[src/rtl/led_pattern_seq.sv]
// N-LED, M-step pattern sequencer with loop, one-shot and ping-pong modes.
// Each step shows a stored pattern for a programmable number of prescaled ticks.
module led_pattern_seq #(
  parameter int NUM_LEDS  = 4,
  parameter int NUM_STEPS = 4,
  parameter int DUR_W     = 8,
  parameter int PRESCALE  = 16000,
  parameter logic [NUM_STEPS*NUM_LEDS-1:0] PATTERNS =
    {4'h8, 4'h4, 4'h2, 4'h1},
  parameter logic [NUM_STEPS*DUR_W-1:0] DURATIONS =
    {8'd3, 8'd1, 8'd2, 8'd1}
) (
  input  logic                CLK,
  input  logic                RST,
  input  logic                START,
  input  logic                STOP,
  input  logic                PAUSE,
  input  logic [1:0]          MODE,
  output logic [NUM_LEDS-1:0] LED,
  output logic [(NUM_STEPS > 1 ? $clog2(NUM_STEPS) : 1)-1:0] STEP_IDX,
  output logic                BUSY,
  output logic                DONE
);

  localparam int SW = (NUM_STEPS > 1) ? $clog2(NUM_STEPS) : 1;
  localparam int PW = (PRESCALE > 1) ? $clog2(PRESCALE) : 1;
  localparam logic [PW-1:0] PRE_MAX = PW'(PRESCALE - 1);
  localparam logic [SW-1:0] LAST    = SW'(NUM_STEPS - 1);

  typedef enum logic [1:0] {
    IDLE,
    RUN,
    PAUSED
  } state_t;

  state_t              state_q;
  logic [1:0]          mode_q;
  logic                dir_q;
  logic [PW-1:0]       pre_q;
  logic [DUR_W-1:0]    dur_q;
  logic [SW-1:0]       step_q;
  logic [NUM_LEDS-1:0] led_q;
  logic                busy_q;
  logic                done_q;

  logic [DUR_W-1:0]    dur_k;
  logic [DUR_W-1:0]    dur_lim;
  logic                tick;
  logic                dur_hit;
  logic                last;
  logic                finish;
  logic                nxt_dir;
  logic [SW-1:0]       nxt_step;
  logic [NUM_LEDS-1:0] nxt_led;

  always_comb begin
    dur_k    = DURATIONS[int'(step_q)*DUR_W +: DUR_W];
    // A zero duration field behaves as one tick
    dur_lim  = (dur_k == '0) ? '0 : dur_k - DUR_W'(1);
    tick     = (pre_q == PRE_MAX);
    dur_hit  = (dur_q == dur_lim);
    last     = (step_q == LAST);
    finish   = 1'b0;
    nxt_dir  = dir_q;
    nxt_step = step_q + SW'(1);
    unique case (mode_q)
      2'd0: begin
        if (last) nxt_step = '0;
      end
      2'd2: begin
        if (!dir_q) begin
          if (last) begin
            nxt_step = step_q - SW'(1);
            nxt_dir  = 1'b1;
          end
        end else if (step_q == '0) begin
          nxt_dir = 1'b0;
        end else begin
          nxt_step = step_q - SW'(1);
        end
      end
      default: finish = last;
    endcase
    nxt_led = PATTERNS[int'(nxt_step)*NUM_LEDS +: NUM_LEDS];
  end

  always_ff @(posedge CLK or posedge RST) begin
    if (RST) begin
      state_q <= IDLE;
      mode_q  <= 2'd0;
      dir_q   <= 1'b0;
      pre_q   <= '0;
      dur_q   <= '0;
      step_q  <= '0;
      led_q   <= '0;
      busy_q  <= 1'b0;
      done_q  <= 1'b0;
    end else begin
      done_q <= 1'b0;
      if (STOP) begin
        state_q <= IDLE;
        pre_q   <= '0;
        dur_q   <= '0;
        step_q  <= '0;
        led_q   <= '0;
        busy_q  <= 1'b0;
      end else if (START) begin
        state_q <= RUN;
        mode_q  <= MODE;
        dir_q   <= 1'b0;
        pre_q   <= '0;
        dur_q   <= '0;
        step_q  <= '0;
        led_q   <= PATTERNS[NUM_LEDS-1:0];
        busy_q  <= 1'b1;
      end else if (state_q != IDLE) begin
        // The resume edge counts, so a pause costs exactly its high cycles
        if (PAUSE) begin
          state_q <= PAUSED;
        end else begin
          state_q <= RUN;
          if (!tick) begin
            pre_q <= pre_q + PW'(1);
          end else begin
            pre_q <= '0;
            if (!dur_hit) begin
              dur_q <= dur_q + DUR_W'(1);
            end else begin
              dur_q <= '0;
              if (finish) begin
                state_q <= IDLE;
                step_q  <= '0;
                led_q   <= '0;
                busy_q  <= 1'b0;
                done_q  <= 1'b1;
              end else begin
                step_q <= nxt_step;
                led_q  <= nxt_led;
                dir_q  <= nxt_dir;
              end
            end
          end
        end
      end
    end
  end

  assign LED      = led_q;
  assign STEP_IDX = step_q;
  assign BUSY     = busy_q;
  assign DONE     = done_q;

endmodule

[config.mk]
export PLATFORM = sky130hd
export DESIGN_NAME = led_pattern_seq
export DESIGN_NICKNAME = d
export VERILOG_FILES = /design/src/rtl/led_pattern_seq.sv
export SDC_FILE = /design/constraint.sdc
export NUM_CORES = 1
export LEC_CHECK = 0
export CORE_AREA = 4 4 65 61
export DETAILED_ROUTE_END_ITERATION = 10
export DIE_AREA = 0 0 69 65
export GPL_TIMING_DRIVEN = 0
export PLACE_DENSITY = 0.78
export SLEW_MARGIN = 20
export SYNTH_ARGS = -nofsm -noshare
export SYNTH_HDL_FRONTEND = slang
export SYNTH_SLANG_ARGS = --single-unit
[constraint.sdc]
create_clock -name CLK -period 2.8 [get_ports CLK]
set_clock_uncertainty 0.15 [all_clocks]
set_input_delay 0.56 -clock CLK [delete_from_list [all_inputs] [get_ports CLK]]
set_output_delay 0.56 -clock CLK [all_outputs]
set_load 0.005 [all_outputs]
After elaboration in Yosys (flattened, before gate mapping)
Cells that the tools add are included.

Register bits: 35. Bits of input ports: 7. Output and inout bits: 8. Logic and storage cells: 106.

Add/subtract/negate cells: 5. Eq/ne operators: 7. Shifts and indexed selects: 2. Mux-type cells: 63. Bitwise logic cells: 1. Reduce and logical (&&, ||, !) cells: 19.

Operators with widths (number): $mux 14 (5); $mux 8 (7); $shiftx 32x6->8 const A (1); $mux 2 (15); $mux 1 (28); $mux 4 (7); $shiftx 16x5->4 const A (1); $add 14x1->14 const B (1); $eq 14x14->1 const B (1); $reduce_bool 3->1 (4); $reduce_bool 2->1 (5); $add 8x1->8 const B (1); $eq 8x8->1 (1); $logic_not 8->1 (1); $sub 8x1->8 const B (1); $reduce_and 7->1 (1); $reduce_and 5->1 (1); $eq 2x2->1 const B (2); $logic_not 2->1 (2); $ne 2x2->1 const B (2); $pmux 2 s2 (1); $reduce_and 2->1 (2); $reduce_and 4->1 (1); $ne 3x3->1 const B (1); 5 further kinds (5).

Longest topological paths before layout
Gate-level depths: netlist of the first run.

Depth in word-level cells: 12. Mapped depth: 8. Gate-level depth less buffers: 7.

Worst setup path after synthesis of the first run
Ideal clock, no wire load.

Path kind: reg2reg. Start point: register step_q[0] (netlist: STEP_IDX[0]). End point: register step_q[0] (netlist: STEP_IDX[0]). Arrival: 1.779 ns. Required time: 2.499 ns. Path slack: 0.720 ns. Stages on the path, launching flop included: 7. Path buffers: 1. Clock period less this slack: 2.080 ns. Cell sequence: dfrtp_1 ha_1 xnor2_1 and4_1 clkbuf_1 a31oi_1 o21ai_0.

Cells in the longest elaborated chain, start to end: 11.

Ends and longest elaborated chain: start, declared (RTL line 41) `logic [SW-1:0] step_q;`; start signal, assigned (RTL line 137) `step_q <= nxt_step;`; branches (longest 11 deep; another with $sub 8x1->8).

Several ways; the timed one is not identified. The select of a mux whose other input is x is not followed. A chain may end at the register's enable or synchronous reset.

Final worst setup path of the first run
Start point: input STOP. End point: register dur_q[6].

Cells in the longest elaborated chain, start to end: 2.

Ends and longest elaborated chain: start, declared (RTL line 16) `input logic STOP,`; $ne 3x3->1 (no source line) / $reduce_bool 3->1 (equally long branches); $reduce_and 3->1 (no source line); end signal, assigned (RTL line 127) `dur_q <= dur_q + DUR_W'(1);`; end, declared (RTL line 40) `logic [DUR_W-1:0] dur_q;`.

Several ways; a longest one is shown, not always the timed one.

==> results of run 1 <==
sequential cells by signal (all words and copies together), names as in the netlist:
register / cells
mode_q: 2
dir_q: 1
LED: 4
dur_q: 8
pre_q: 14
BUSY: 1
DONE: 1
state_q: 2
STEP_IDX: 2
power by group:
group	switching, mW	total [mW]	internal (mW)	leakage [nW]
combinational	0.0504	0.0864	0.0359	0.351
clock	0.182	0.447	0.265	0.0581
sequential	0.00992	0.526	0.516	0.479
total	0.243	1.06	0.817	0.888
kinds of logic (layout without fill, tap and decap cells):
family                     Yosys count  in the layout
AOI/OAI and AO/OA                   37             37
muxes                                3              3
DFF                                 35             35
and+or+nand+nor                     85             85
buffers and inverters               11             33
xor gates and xnor gates            14             14
adders and majority gates            6              6
stage by stage:
step                      setup WS, ps  hold WS [ps]  std cells
final                              258           334        257
after global routing              84.0           357        257
after global placement            55.8           313        249
after floorplan                    720           302        191
after CTS                          298           336        257
after detailed placement         -2.70           320        249
cells in the final DEF (no fill, tap or decap), types with 4 or more instances in the layout:
master and n:
o211ai_1 5, nand3_1 13, o21ai_0 7, clkbuf_1 4, a21oi_1 7, inv_1 5
nor3_1 4, clkdlybuf4s50_1 14, clkbuf_8 5, xor2_1 10, nor2_1 23, nand2_1 22
dfrtp_1 35, ha_1 6, xnor2_1 4, o31ai_1 8
area by class of cell:
class / count / area share (%)
multi-input cells: 145 / 42.5
well taps: 44 / 2.58
plain buffers: 5 / 0.939
flip-flops and latches: 35 / 41.1
repair buffers: 14 / 6.57
inverters: 6 / 1.06
clock buffers: 5 / 3.23
clock inverters: 3 / 2.05
routing by layer:
layer / vias up / part of all wire, %
met3: 2 / 5.7
met1: 744 / 43
met2: 55 / 51
met5: - / 0
li1: 719 / -
met4: 0 / 0.47
final timing paths:
| kind | from | end | slack, ps | cells after the start |
|---|---|---|---|---|
| max | STOP | dur_q[6] | 260 | 5 |
| min | LED[1] | LED[1] | 330 | 2 |
| max reg2reg | STEP_IDX[0] | dur_q[6] | 370 | 6 |
| min reg2reg | LED[1] | LED[1] | 330 | 2 |
| max in group asynchronous | RST | dur_q[2] | 1460 | 2 |
| min in group asynchronous | RST | state_q[1] | 570 | 2 |
worst max-delay path, cell delays in order:
cell and delay, ps:
clkdlybuf4s50_1 540, nor2_1 210, clkbuf_1 440, nand4b_1 360, o41ai_1 450
==> reports/qor.txt, run 1 <==
status: completed
Detailed Route WL: 4.04 mm
share of the synthesized area in the top cell type: 48.0%
largest net degree at the start of global routing: 36
syn_nets: 204
Final Power: 1.06 mW
min-delay worst type: register to register
Synth area leaders: dfrtp_1 (48%), xor2_1 (4.8%), nor2_1 (4.7%), nand2_1 (4.5%), ha_1 (4.1%)
most frequent cell after synthesis: dfrtp_1
Cell variety after synth: 37
vias per cell: 5.91
GRT Util Overall: 19.3%
router iterations before antenna repair: 4
Synth Area in Compound Gates: 13.0%
chip height: 65 um
RSZ-0062 raised after global routing: no
CTS tree: done
Syn Area/Cell: 9.55 sq um
Clock Tree Buf Depth: 2
PortBufs: 14
Synth async-reset ratio: 100%
Mapped Area: 1820 sq um
Initial DRC Count: 156
WS Path Type: input port to register
Slew HR: 52.1%
vias in the first global route: 1513
post-route cell area: 2130 sq um
Peak Freq: 393 MHz
Tcrit/Tclk final: 90.8%
flops & latches, synth: 35
post_cts resized: 0
Multi-input gate area: 906 sq um
LEAKAGE: 0.888 nW
DRT antenna net count: 0
setup TNS: 0 ps
clk sinks: 35
final setup vio count: 0
Final Max Slew Viols: 0
sequential-to-total area share from yosys stat: 48.0%
GRT met2 Usage: 32.7%
Final Util: 64.5%
simple-gate share of the synthesized area: 24.1%
area grow syn2layout: 16.9%
PwrDens: 497 nW/um^2
gp weighted congestion: 0.865
Final min period: 2540 ps
global-route wire length before repair: 6.96 mm
max-cap violation count: 0
Setup crit end kind: register
Synth Area in Adders: 4.12%
Startpoint Class: input port
worst path arrival time: 2550 ps
DR WL/cell: 15.7 um
global-route track usage on met1: 24.2%
XOR/XNOR Fraction of Synth Area: 6.72%
Gate Count Post-Synth: 191
Post-CTS Hold Fix Bufs: 0
Chip Width: 69 um
FILL cells: 266
area leader, netlist: dfrtp_1
H-tree levels: 2
Via Count: 1520
YS warnings: 0
clk_lat worst skew: 280 ps
Hold Vio Cnt, Final: 0
Nets: 225
Post-synth EDFFs: 0
Placeable Area: 3300 sq um
worst-margin pin slew: 717 ps
final HPWL from detailed placement: 2.79 mm
Worst EP required: 2810 ps
n_diodes: 0
top_reg_cell synth: dfrtp_1
Synth top cells by count: dfrtp_1 (35), nor2_1 (23), nand2_1 (22), nand3_1 (13), xor2_1 (10)
total CTS buffers: 5
total die area: 4490 sq um
Clock Pin Slew Worst Setup and Hold Paths: 70 ps
maximum vdd drop: 0.000265 V
Root Driver: clkbuf_8
share of cells above drive strength 1: 7.51%
Overflow after GRT: 0
antenna violations before repair: 0
Starting Density: 55.2%
# rows: 20
M3 GR Usage: 4.65%
Most Crowded Layer GR: met2
Critical Path Fanout Max: 10
total setup buffers inserted after CTS: 0
main combinational cell family by area after synthesis: simple AND/OR/NAND/NOR gates
residual DRC count: 0
mux cell area share after synthesis: 1.78%
Seq. cell area: 876 sq um
placed cell areas: 2020 sq um
IO Pins: 15
(Power assumes the default switching activity.)
==> run 2: changes to the inputs <==
--- a/config.mk
+++ b/config.mk
@@ -5,10 +5,12 @@
 export SDC_FILE = /design/constraint.sdc
 export NUM_CORES = 1
 export LEC_CHECK = 0
+export CAP_MARGIN = 20
 export CORE_AREA = 4 4 65 61
 export DETAILED_ROUTE_END_ITERATION = 10
 export DIE_AREA = 0 0 69 65
 export GPL_TIMING_DRIVEN = 0
+export MAX_ROUTING_LAYER = met4
 export PLACE_DENSITY = 0.78
 export SLEW_MARGIN = 20
 export SYNTH_ARGS = -nofsm -noshare
==> reports/qor.txt, run 2 (synthesized netlist as in run 1, its figures left out) <==
Post-CTS Hold Fix Bufs: 0
Starting Density: 55.2%
clk sinks: 35
H-tree levels: 2
largest net degree at the start of global routing: 36
Crit Reg-Reg Endpoint: dur_q[6]
clk_lat worst skew: 280 ps
n_diodes: 0
total setup buffers inserted after CTS: 0
FILL cells: 266
area grow syn2layout: 16.9%
most common cell after layout, fill and taps aside: dfrtp_1
Initial DRC Count: 168
flop2flop setup slack: 360 ps
Final Max Slew Viols: 0
gp weighted congestion: 0.879
DR WL/cell: 15.6 um
Overflow after GRT: 0
RSZ-0062 raised after global routing: no
post_cts resized: 0
PortBufs: 14
most frequent cells in the layout: dfrtp_1 (35), nor2_1 (23), nand2_1 (22), clkdlybuf4s50_1 (14), nand3_1 (13)
share of cells above drive strength 1: 7.51%
vias in the first global route: 1519
CTS tree: done
Critical Path Fanout Max: 10
PwrDens: 498 nW/um^2
antenna violations before repair: 0
hold path start: LED[1]
router iterations before antenna repair: 4
Largest register FFs: 14
final HPWL from detailed placement: 2.79 mm
Seq. cell area: 876 sq um
Final Util: 64.5%
Multi-input gate area: 906 sq um
Slew HR: 52.2%
Setup crit end kind: register
vias per cell: 5.89
residual DRC count: 0
Chip Width: 69 um
final setup vio count: 0
status: completed
Peak Freq: 393 MHz
Via Count: 1514
Root Driver: clkbuf_8
worst-case reg-to-reg path depth: 6
Final min period: 2550 ps
WS Path Type: input port to register
worst-margin pin slew: 717 ps
Placeable Area: 3300 sq um
Clock Tree Buf Depth: 2
Worst EP required: 2810 ps
worst setup path startpoint: STOP
IO Pins: 15
Nets: 225
Hold Vio Cnt, Final: 0
maximum vdd drop: 0.000264 V
DRT antenna net count: 0
Tcrit/Tclk final: 90.9%
worst setup path endpoint: dur_q[6]
min-delay worst type: register to register
LEAKAGE: 0.888 nW
total CTS buffers: 5
# rows: 20
max-cap violation count: 0
RR Startpoint: STEP_IDX[0]
total die area: 4490 sq um
global-route wire length before repair: 6.96 mm
Startpoint Class: input port
Top reg by flops: pre_q
Detailed Route WL: 4.02 mm
Clock Pin Slew Worst Setup and Hold Paths: 80 ps
worst path arrival time: 2560 ps
chip height: 65 um
Final Power: 1.06 mW
GRT Util Overall: 19.8%
run 2: cell counts in the layout (fill, tap and decap cells not counted):
No cell type changed its count.
run 2: power by group:
group,switching (mW),internal (mW)
combinational,0.0502,0.0359
sequential,0.0100,0.516
clock,0.185,0.265
run 2: worst min path at each step:
stage / end / slack (ps) / cells past startpoint
finish: LED[1] / 330 / 2
global route: LED[3] / 360 / 2
CTS: LED[1] / 340 / 2
detailed placement: LED[1] / 320 / 2
global placement: LED[0] / 310 / 2
floorplan: dur_q[7] / 300 / 1
run 2: layout make-up:
cell class,count,share of cell area [%]
repair buffers,14,6.57
plain buffers,5,0.939
flip-flops and latches,35,41.1
clock inverters,3,2.05
inverters,6,1.06
well taps,44,2.58
multi-input cells,145,42.5
clock buffers,5,3.23
run 2: routing by layer:
metal	global-route usage, %	up-vias	wire length, um
li1	-	721	-
met3	4.65	5	201
met1	24.2	747	1760
met2	32.7	41	2030
met5	-	-	0
met4	6.59	0	30
run 2: worst max-delay path, stage by stage:
cell	delay [ps]
clkdlybuf4s50_1	540
nor2_1	200
clkbuf_1	440
nand4b_1	370
o41ai_1	450
run 2: metrics by stage:
stage | cells | setup slack [ps] | setup TNS, ps | instance area, sq um | hold slack, ps
2_1_floorplan | 191 | 720 | 0 | 1820 | 302
3_3_place_gp | 249 | 55.8 | 0 | 2020 | 313
3_5_place_dp | 249 | -2.70 | -2.70 | 2020 | 320
4_1_cts | 257 | 298 | 0 | 2130 | 336
5_1_grt | 257 | 83.9 | 0 | 2130 | 357
6_report | 257 | 254 | 0 | 2130 | 334
==> run 3: changes to the inputs <==
==> constraint.sdc (replaced) <==
create_clock -name CLK -period 2.7 [get_ports CLK]
set_clock_uncertainty 0.15 [all_clocks]
set_input_delay 0.54 -clock CLK [delete_from_list [all_inputs] [get_ports CLK]]
set_output_delay 0.54 -clock CLK [all_outputs]
set_load 0.005 [all_outputs]
==> results of run 3 <==
The final DEF is identical to that of run 2. Status: completed.
Among the figures that moved: setup slack after placement -2.70 ps -> -82.7 ps; setup slack after layout 254 ps -> 174 ps; register-to-register setup slack 360 ps -> 260 ps; total power 1.06 mW -> 1.10 mW; worst IR drop on VDD 0.000264 V -> 0.000274 V
